## src/rtl/boot_pkg.sv

```systemverilog
// Shared boot-load types and default widths, used by the hex parser and
// the boot load controller.
package boot_pkg;

  typedef enum logic [1:0] {
    IDLE    = 2'd0,
    LOAD    = 2'd1,
    DRAIN   = 2'd2,
    RELEASE = 2'd3
  } boot_state_t;

  localparam int BOOT_ADDR_W         = 32;
  localparam int BOOT_DATA_W         = 32;
  localparam int BOOT_FIFO_DEPTH     = 4;
  localparam int BOOT_RELEASE_CYCLES = 16;
  localparam int BOOT_CNT_W          = 16;

endpackage

```

## src/rtl/boot_word_fifo.sv

```systemverilog
// Synchronous {addr,data} FIFO for boot words. A push while full is accepted
// only when a pop happens on the same cycle.
module boot_word_fifo
  import boot_pkg::*;
#(
  parameter int ADDR_W = BOOT_ADDR_W,
  parameter int DATA_W = BOOT_DATA_W,
  parameter int DEPTH  = BOOT_FIFO_DEPTH
) (
  input  logic              clk,
  input  logic              reset,
  input  logic              push,
  input  logic [ADDR_W-1:0] push_addr,
  input  logic [DATA_W-1:0] push_data,
  input  logic              pop,
  output logic [ADDR_W-1:0] head_addr,
  output logic [DATA_W-1:0] head_data,
  output logic              full,
  output logic              empty
);

  localparam int PTR_W = $clog2(DEPTH);

  logic [ADDR_W+DATA_W-1:0] store [DEPTH];
  logic [PTR_W:0]           wr_ptr;
  logic [PTR_W:0]           rd_ptr;
  logic                     push_en;
  logic                     pop_en;

  // Extra pointer bit distinguishes full from empty when the indices match.
  assign empty = (wr_ptr == rd_ptr);
  assign full  = (wr_ptr[PTR_W] != rd_ptr[PTR_W]) &&
                 (wr_ptr[PTR_W-1:0] == rd_ptr[PTR_W-1:0]);

  assign pop_en  = pop && !empty;
  assign push_en = push && (!full || pop_en);

  assign {head_addr, head_data} = store[rd_ptr[PTR_W-1:0]];

  always_ff @(posedge clk or posedge reset) begin
    if (reset) begin
      wr_ptr <= '0;
      rd_ptr <= '0;
    end else begin
      if (push_en) wr_ptr <= wr_ptr + 1'b1;
      if (pop_en)  rd_ptr <= rd_ptr + 1'b1;
    end
  end

  always_ff @(posedge clk) begin
    if (push_en) store[wr_ptr[PTR_W-1:0]] <= {push_addr, push_data};
  end

endmodule

```

## src/rtl/boot_load_ctrl.sv

```systemverilog
// Boot load controller: buffers parser words, writes them into program memory
// while holding the CPU in reset, then hands the memory port back to the CPU.
module boot_load_ctrl
  import boot_pkg::*;
#(
  parameter int ADDR_W         = BOOT_ADDR_W,
  parameter int DATA_W         = BOOT_DATA_W,
  parameter int FIFO_DEPTH     = BOOT_FIFO_DEPTH,
  parameter int RELEASE_CYCLES = BOOT_RELEASE_CYCLES,
  parameter int CNT_W          = BOOT_CNT_W
) (
  input  logic                clk,
  input  logic                reset,
  input  logic                boot_valid,
  input  logic [ADDR_W-1:0]   boot_addr,
  input  logic [DATA_W-1:0]   boot_data,
  input  logic                boot_busy,
  input  logic                boot_error,
  input  logic                cpu_req,
  input  logic                cpu_we,
  input  logic [ADDR_W-1:0]   cpu_addr,
  input  logic [DATA_W-1:0]   cpu_wdata,
  input  logic [DATA_W/8-1:0] cpu_be,
  output logic                cpu_ready,
  output logic                mem_req,
  output logic                mem_we,
  output logic [ADDR_W-1:0]   mem_addr,
  output logic [DATA_W-1:0]   mem_wdata,
  output logic [DATA_W/8-1:0] mem_be,
  input  logic                mem_ready,
  output logic                cpu_reset,
  output logic                load_error,
  output logic [CNT_W-1:0]    words_loaded,
  output logic                boot_done
);

  localparam int          REL_W    = (RELEASE_CYCLES > 1) ? $clog2(RELEASE_CYCLES) : 1;
  localparam logic [REL_W-1:0] REL_INIT = REL_W'(RELEASE_CYCLES - 1);

  boot_state_t       state;
  logic [REL_W-1:0]  rel_cnt;
  logic              fifo_full;
  logic              fifo_empty;
  logic [ADDR_W-1:0] head_addr;
  logic [DATA_W-1:0] head_data;
  logic              pop;
  logic              overflow;

  // Handshakes: a memory transfer happens on any cycle with mem_req && mem_ready;
  // in boot mode mem_req/addr/data hold the FIFO head until accepted. boot_valid
  // has no back-pressure: a word arriving while the FIFO is full and not popping
  // is dropped and flagged in load_error.
  assign pop      = (state != IDLE) && !fifo_empty && mem_ready;
  assign overflow = boot_valid && fifo_full && !pop;

  boot_word_fifo #(
    .ADDR_W (ADDR_W),
    .DATA_W (DATA_W),
    .DEPTH  (FIFO_DEPTH)
  ) u_fifo (
    .clk       (clk),
    .reset     (reset),
    .push      (boot_valid),
    .push_addr (boot_addr),
    .push_data (boot_data),
    .pop       (pop),
    .head_addr (head_addr),
    .head_data (head_data),
    .full      (fifo_full),
    .empty     (fifo_empty)
  );

  always_ff @(posedge clk or posedge reset) begin
    if (reset) begin
      state        <= RELEASE;
      rel_cnt      <= REL_INIT;
      cpu_reset    <= 1'b1;
      load_error   <= 1'b0;
      words_loaded <= '0;
      boot_done    <= 1'b0;
    end else begin
      boot_done <= 1'b0;
      if (pop && (words_loaded != {CNT_W{1'b1}})) words_loaded <= words_loaded + 1'b1;
      if (overflow || (boot_error && (state == LOAD || state == DRAIN))) load_error <= 1'b1;

      case (state)
        IDLE: begin
          // A word seen before busy still starts the load; it is pushed on this edge.
          if (boot_busy || boot_valid) begin
            state        <= LOAD;
            cpu_reset    <= 1'b1;
            load_error   <= 1'b0;
            words_loaded <= '0;
          end
        end
        LOAD: begin
          if (!boot_busy) state <= DRAIN;
        end
        DRAIN: begin
          if (boot_busy) begin
            state <= LOAD;
          end else if (fifo_empty && !boot_valid) begin
            state   <= RELEASE;
            rel_cnt <= REL_INIT;
          end
        end
        RELEASE: begin
          if (boot_busy) begin
            state <= LOAD;
          end else if (!fifo_empty || boot_valid) begin
            state <= DRAIN;
          end else if (rel_cnt == '0) begin
            state     <= IDLE;
            cpu_reset <= 1'b0;
            boot_done <= 1'b1;
          end else begin
            rel_cnt <= rel_cnt - 1'b1;
          end
        end
        default: state <= IDLE;
      endcase
    end
  end

  always_comb begin
    cpu_ready = 1'b0;
    mem_req   = !fifo_empty;
    mem_we    = 1'b1;
    mem_addr  = head_addr;
    mem_wdata = head_data;
    mem_be    = '1;
    if (state == IDLE) begin
      cpu_ready = mem_ready;
      mem_req   = cpu_req;
      mem_we    = cpu_we;
      mem_addr  = cpu_addr;
      mem_wdata = cpu_wdata;
      mem_be    = cpu_be;
    end
  end

endmodule

```

## config.mk

```make
export PLATFORM = sky130hd
export DESIGN_NAME = boot_load_ctrl
export DESIGN_NICKNAME = d
export VERILOG_FILES = /design/src/rtl/boot_pkg.sv /design/src/rtl/boot_word_fifo.sv /design/src/rtl/boot_load_ctrl.sv
export SDC_FILE = /design/constraint.sdc
export NUM_CORES = 1
export LEC_CHECK = 0
export CORE_ASPECT_RATIO = 0.5
export CORE_MARGIN = 2
export CORE_UTILIZATION = 35
export DETAILED_ROUTE_END_ITERATION = 10
export GPL_TIMING_DRIVEN = 0
export SYNTH_ARGS = -nofsm -noshare
export SYNTH_HDL_FRONTEND = slang
export SYNTH_SLANG_ARGS = --single-unit
```

## constraint.sdc

```tcl
create_clock -name clk -period 4.7 [get_ports clk]
set_input_delay 0.47 -clock clk [delete_from_list [all_inputs] [get_ports clk]]
set_output_delay 0.47 -clock clk [all_outputs]
set_load 0.005 [all_outputs]
```

Yosys cells after proc, flatten, opt, wreduce, memory -nomap -nowiden --
Memory sizes are Yosys's and may differ from the RTL's. Cells that the tools add are included.
Word-level totals: RAM bits 256, input port bits 140, output and inout bits 90, register bits after elaboration 31, memories kept 1
Cells by class: reductions and logical operators 27, equal/unequal tests 17, add/sub/neg operators 4, multiplexer cells 37
Memory list:
- u_fifo.store | depth 4, bits a word 64, read ports 1, clocked after memory_dff 0, write ports 1, line boot_word_fifo.sv:24 | logic [ADDR_W+DATA_W-1:0] store [DEPTH];
Operators by type and width (count):
- 2-to-1 mux 32 bit | 2
- 2-to-1 mux 16 bit | 3
- 2-to-1 mux 4 bit | 6
- adder 16 x 1 -> 16 bit (second input constant) | 1
- 2-to-1 mux 1 bit | 16
- != test 16 bit (second input constant) | 1
- 2-to-1 mux 2 bit | 7
- != test 2 bit (second input constant) | 7
- logical AND 1 bit | 10
- one-hot mux 2 bit (4 select lines) | 1
- one-hot mux 4 bit (2 select lines) | 1
- adder 3 x 1 -> 3 bit (second input constant) | 2
- AND reduction 6 bit | 1
- nonzero test 2 bit | 3
- logical OR 1 bit | 5
- AND reduction 5 bit | 1
- == test 2 bit (second input constant) | 2
- zero test 1 bit | 4
- zero test 4 bit | 1
- != test 4 bit (second input constant) | 1
- AND reduction 4 bit | 1
- subtractor 4 x 1 -> 4 bit (second input constant) | 1
- == test 3 bit | 1
- != test 3 x 2 -> 1 bit (second input constant) | 1
- other kinds (6) | 6

Logic depth before layout (Yosys ltp) --
depth in word-level cells 10, gate-level depth with buffers 7

Modules after synthesis --
Synthesis repeated with hierarchy kept, for this count alone.
Unflattened totals: cells, all modules 612, area, all modules 12017.8 µm²
Modules (own cells, without submodules):
- boot_word_fifo | cells each 370, times used 1, area an instance 9635.5 µm², seq. area each 7837.5 µm²
- boot_load_ctrl | cells each 242, times used 1, area an instance 2382.3 µm², seq. area each 634.4 µm²

Worst setup path after synthesis --
No wires, ideal clock.
path kind reg2reg, start point register state[0], end point memory u_fifo.store[3][0] (netlist name) (enable), arrival time 2.888 ns, slack 1.382 ns, required time 4.270 ns, cell stages (with the launch flop) 6, setup time 0.430 ns, buffers on the path 0, path through dfstp_2 -> inv_1 -> ha_1 -> nor2b_1 -> o31a_1 -> and2_1
Between the ends: word-level cells in the longest chain between the ends 8
Ends and longest elaborated chain:
- start, declared | line boot_load_ctrl.sv:40 | boot_state_t state;
- start signal, assigned | line boot_load_ctrl.sv:75 | state <= RELEASE;
- start signal, assigned | line boot_load_ctrl.sv:90 | state <= LOAD;
- start signal, assigned | line boot_load_ctrl.sv:97 | if (!boot_busy) state <= DRAIN;
- nonzero test 2 bit | line boot_load_ctrl.sv:53 | assign pop = (state != IDLE) && !fifo_empty && mem_ready;
- logical AND 1 bit (2 in series) | line boot_load_ctrl.sv:53
- logical AND 1 bit | line boot_word_fifo.sv:35 | assign pop_en = pop && !empty;
- logical OR 1 bit | line boot_word_fifo.sv:36 | assign push_en = push && (!full || pop_en);
- logical AND 1 bit | line boot_word_fifo.sv:36
- 2-to-1 mux 1 bit | line boot_word_fifo.sv:51 | if (push_en) store[wr_ptr[PTR_W-1:0]] <= {push_addr, push_data};
- 2-to-1 mux 1 bit (not written as such) | line boot_word_fifo.sv:51
- end, declared | line boot_word_fifo.sv:24
No other way between the ends.

Final worst setup path --
start point register state[1], end point output mem_addr[1]
Between the ends: word-level cells in the longest chain between the ends 2
Ends and longest elaborated chain:
- zero test 2 bit | line boot_load_ctrl.sv:132 | if (state == IDLE) begin
- 2-to-1 mux 32 bit | line boot_load_ctrl.sv:132
- end, declared | line boot_load_ctrl.sv:27 | output logic [ADDR_W-1:0] mem_addr,
No other way between the ends.

==> key figures <==
Run status
  – Status: complete, no violations

Power
  – PD cells: 611 mW/mm^2
  – Worst vdd ir: 0.345 mV
  – Leakage power total: 5.24 nW

Logic synthesis
  – EDFF count, synth: between 200 and 300
  – Synth Warn #: 0
  – Cell Area, Synth: 0.0118 sq mm
  – Asr flop ratio synth: 0.108
  – Syn_nets: between 700 and 800
  – Synthesized instance count: 610
  – Synth area leaders: edfxtp_1, mux4_2, mux2_2
  – Syn_area_per_cell: 19.4 sq um
  – Seq/Total Area, Yosys: 0.717
  – Yosys top cell area share: 0.650
  – Yosys reg bits: 287
  – Yosys top cell by area: edfxtp_1
  – Synth cell types: 45
  – Predominant post-synthesis flop cell: edfxtp_1

Setup path
  – Worst Path Max Fanout: 10
  – Crit. End Element: primary output
  – Crit-path slowest cell: clkbuf_1
  – Levels on crit path: 6
  – Cell family with most CP delay: buffers and inverters
  – R2R cell count: 6
  – CP Launch Type: flip-flop
  – WS Path Type: flip-flop to primary output
  – Required @ worst endpoint: roughly 4200 ps
  – Reg-to-reg startpoint: state[1]
  – Critical path endpoint: mem_addr[1]
  – CP max stage delay: 650 ps
  – CP cell instances: inv_1 > ha_1 > clkbuf_1 > clkbuf_1 > mux2_2 > clkdlybuf4s50_1
  – CP Launch Point: state[1]
  – Critical path buffers and inverters: 4
  – R2r setup slk: 2060 ps
  – Worst Path Arrival: roughly 3500 ps
  – R2r endpoint: u_fifo.store[2][39]
  – Top cell by count, worst path: clkbuf_1

Routing
  – Via count: 6480
  – Pre-antenna DRT Iters: 4
  – Via density: a little under 5
  – DRT antenna net count: 0
  – Routed len/inst: 19.8 microns
  – Total wire length: 26300 microns
  – # DRC: 0
  – Initial DRC Count: roughly 330

Global route
  – GRT Total Usage: 0.148
  – Initial antenna violation count: 0
  – Total grt overflow: 0
  – First-pass GRT wire length: ~40000 microns
  – Vias in the first global route: 6873
  – Largest net degree at the start of global routing: 55

Clock tree
  – CTS resizes: 0
  – TritonCTS Sinks: 287
  – Hold-fix buffer count after cts: 0
  – CTS tree: yes
  – Later-pin clock latency in the skew report: ~560 ps
  – Post-CTS Repair Setup Buffers: 0
  – Clk pin slew, worst setup/hold paths: 70 ps
  – Clk buf depth: 3
  – Root buffer cell: clkbuf_16
  – Htree depth: 1
  – CTS buffer count: 27

Die
  – Floorplan row count: 47
  – Core area: 0.0332 sq mm
  – IO Count: 230
  – Initial Utilization: 0.356
  – Die width: ~260 microns
  – DIE AREA: ~0.035 sq mm
  – Die H: 134 microns

Final layout
  – Reg area: 0.00847 sq mm
  – Ant. Diodes: 0
  – Commonest non-fill, non-tap cell in the layout: edfxtp_1
  – Util after Layout: 0.475
  – Layout net count: slightly above 1k
  – Layout area overhead: 33.4%
  – Area of the multi-input gates: around 0.0032 sq mm
  – Filler Cells Inserted: 2835
  – Non-filler cells, final: 1333
  – Most frequent cells in the layout: edfxtp_1, clkdlybuf4s50_1, mux2_2
  – Layout cells sized above 1: 0.222

Min path
  – Tightest Hold Check Type: primary input to async pin

Timing
  – RSZ-0062 raised after global routing: false
  – Worst-Margin Slew: 866 ps
  – Max Clock Skew: around 17 ps
  – Final Hold Fails: 0
  – Final Max Slew Viols: 0
  – Slew headroom: 0.423
  – Fin crit share: 0.848
  – Final setup violating endpoints: 0
  – Maximum clock rate: 251 MHz
  – Minimum clock period: ~4000 ps

Place
  – Port buffer count: between 200 and 250
  – DP Cell Count: 1284
  – Dpl hpwl: approximately 18000 microns
  – Gp weighted congestion: 0.741

Flow run
  – Max Cap Viol: 0
cell families (layout without fill, tap and decap cells):
kind of cell / count (synthesis) / after routing / share of synthesized area
flip-flops: 287 / 287 / 0.717
multiplexers: 133 / 133 / 0.187
AND/OR/NAND/NOR: 96 / 96 / 0.0420
AO/OA/AOI/OAI: 34 / 34 / 0.0189
buffers and inverters: 33 / 315 / 0.0112
XOR/XNOR: 15 / 15 / 0.0111
adder cells (fa/ha/maj): 12 / 12 / 0.0127
final cells by class:
type / instances / share of cell area
Timing Repair Buffer: 234 / 0.154
Tap cell: 441 / 0.0350
Inverter: 8 / 0.00190
Clock buffer: 28 / 0.0431
Buffer: 25 / 0.00651
Multi-Input combinational cell: 290 / 0.205
Clock inverter: 20 / 0.0175
Sequential cell: 287 / 0.537
routing by layer:
layer	wire, microns	global-route usage	part of all wire	vias up
li1	-	-	-	2993
met5	0	0	0	-
met2	14500	0.284	0.55	82
met4	477	0.0287	0.018	0
met1	10700	0.177	0.41	3372
met3	706	0.0244	0.027	33
stage by stage:
stage                     total power (W)  worst slack (ps)  TNS, ps  area (sq um)  hold WS (ps)
after global routing               0.0102               486        0         15800           206
after floorplan                   0.00567              1380        0         11800           469
after global placement            0.00737              -233   -45630         14700           491
after detailed placement          0.00744              1210        0         14800           481
after CTS                         0.00980               613        0         15700           492
final                             0.00964               714        0         15800           199
Yosys cell counts, types with 7 or more instances:
master    count
edfxtp_1    256
mux2_2       65
mux4_2       64
nand2_1      26
dfrtp_1      24
clkbuf_1     17
nor2_1       15
ha_1         12
nand3_1      10
o21ai_0       9
xnor2_1       9
a21oi_1       8
inv_1         8
and2_1        7
buf_2         7
dfstp_2       7
where the power goes:
group,internal (W),switching (W),total (W),leakage (nW)
logic,0.00209,0.00164,0.00373,2.04
registers,0.00340,0.000163,0.00357,2.74
clock network,0.00139,0.000957,0.00235,0.459
state kept, by name, summed over array words and instances, names as in the netlist:
name and flops:
u_fifo.store 256, words_loaded 16, rel_cnt 4, u_fifo.rd_ptr 3
u_fifo.wr_ptr 3, state 2, boot_done 1, cpu_reset 1
load_error 1
worst min-delay path by stage:
stage,cells past startpoint,slack [ps],from,endpoint
6_report,2,200,reset,boot_done
5_1_grt,2,210,reset,boot_done
4_1_cts,2,490,cpu_reset,cpu_reset
3_5_place_dp,2,480,cpu_reset,cpu_reset
3_3_place_gp,2,490,cpu_reset,cpu_reset
2_1_floorplan,2,470,cpu_reset,cpu_reset
No activity file was read; power rests on OpenSTA's default activity.
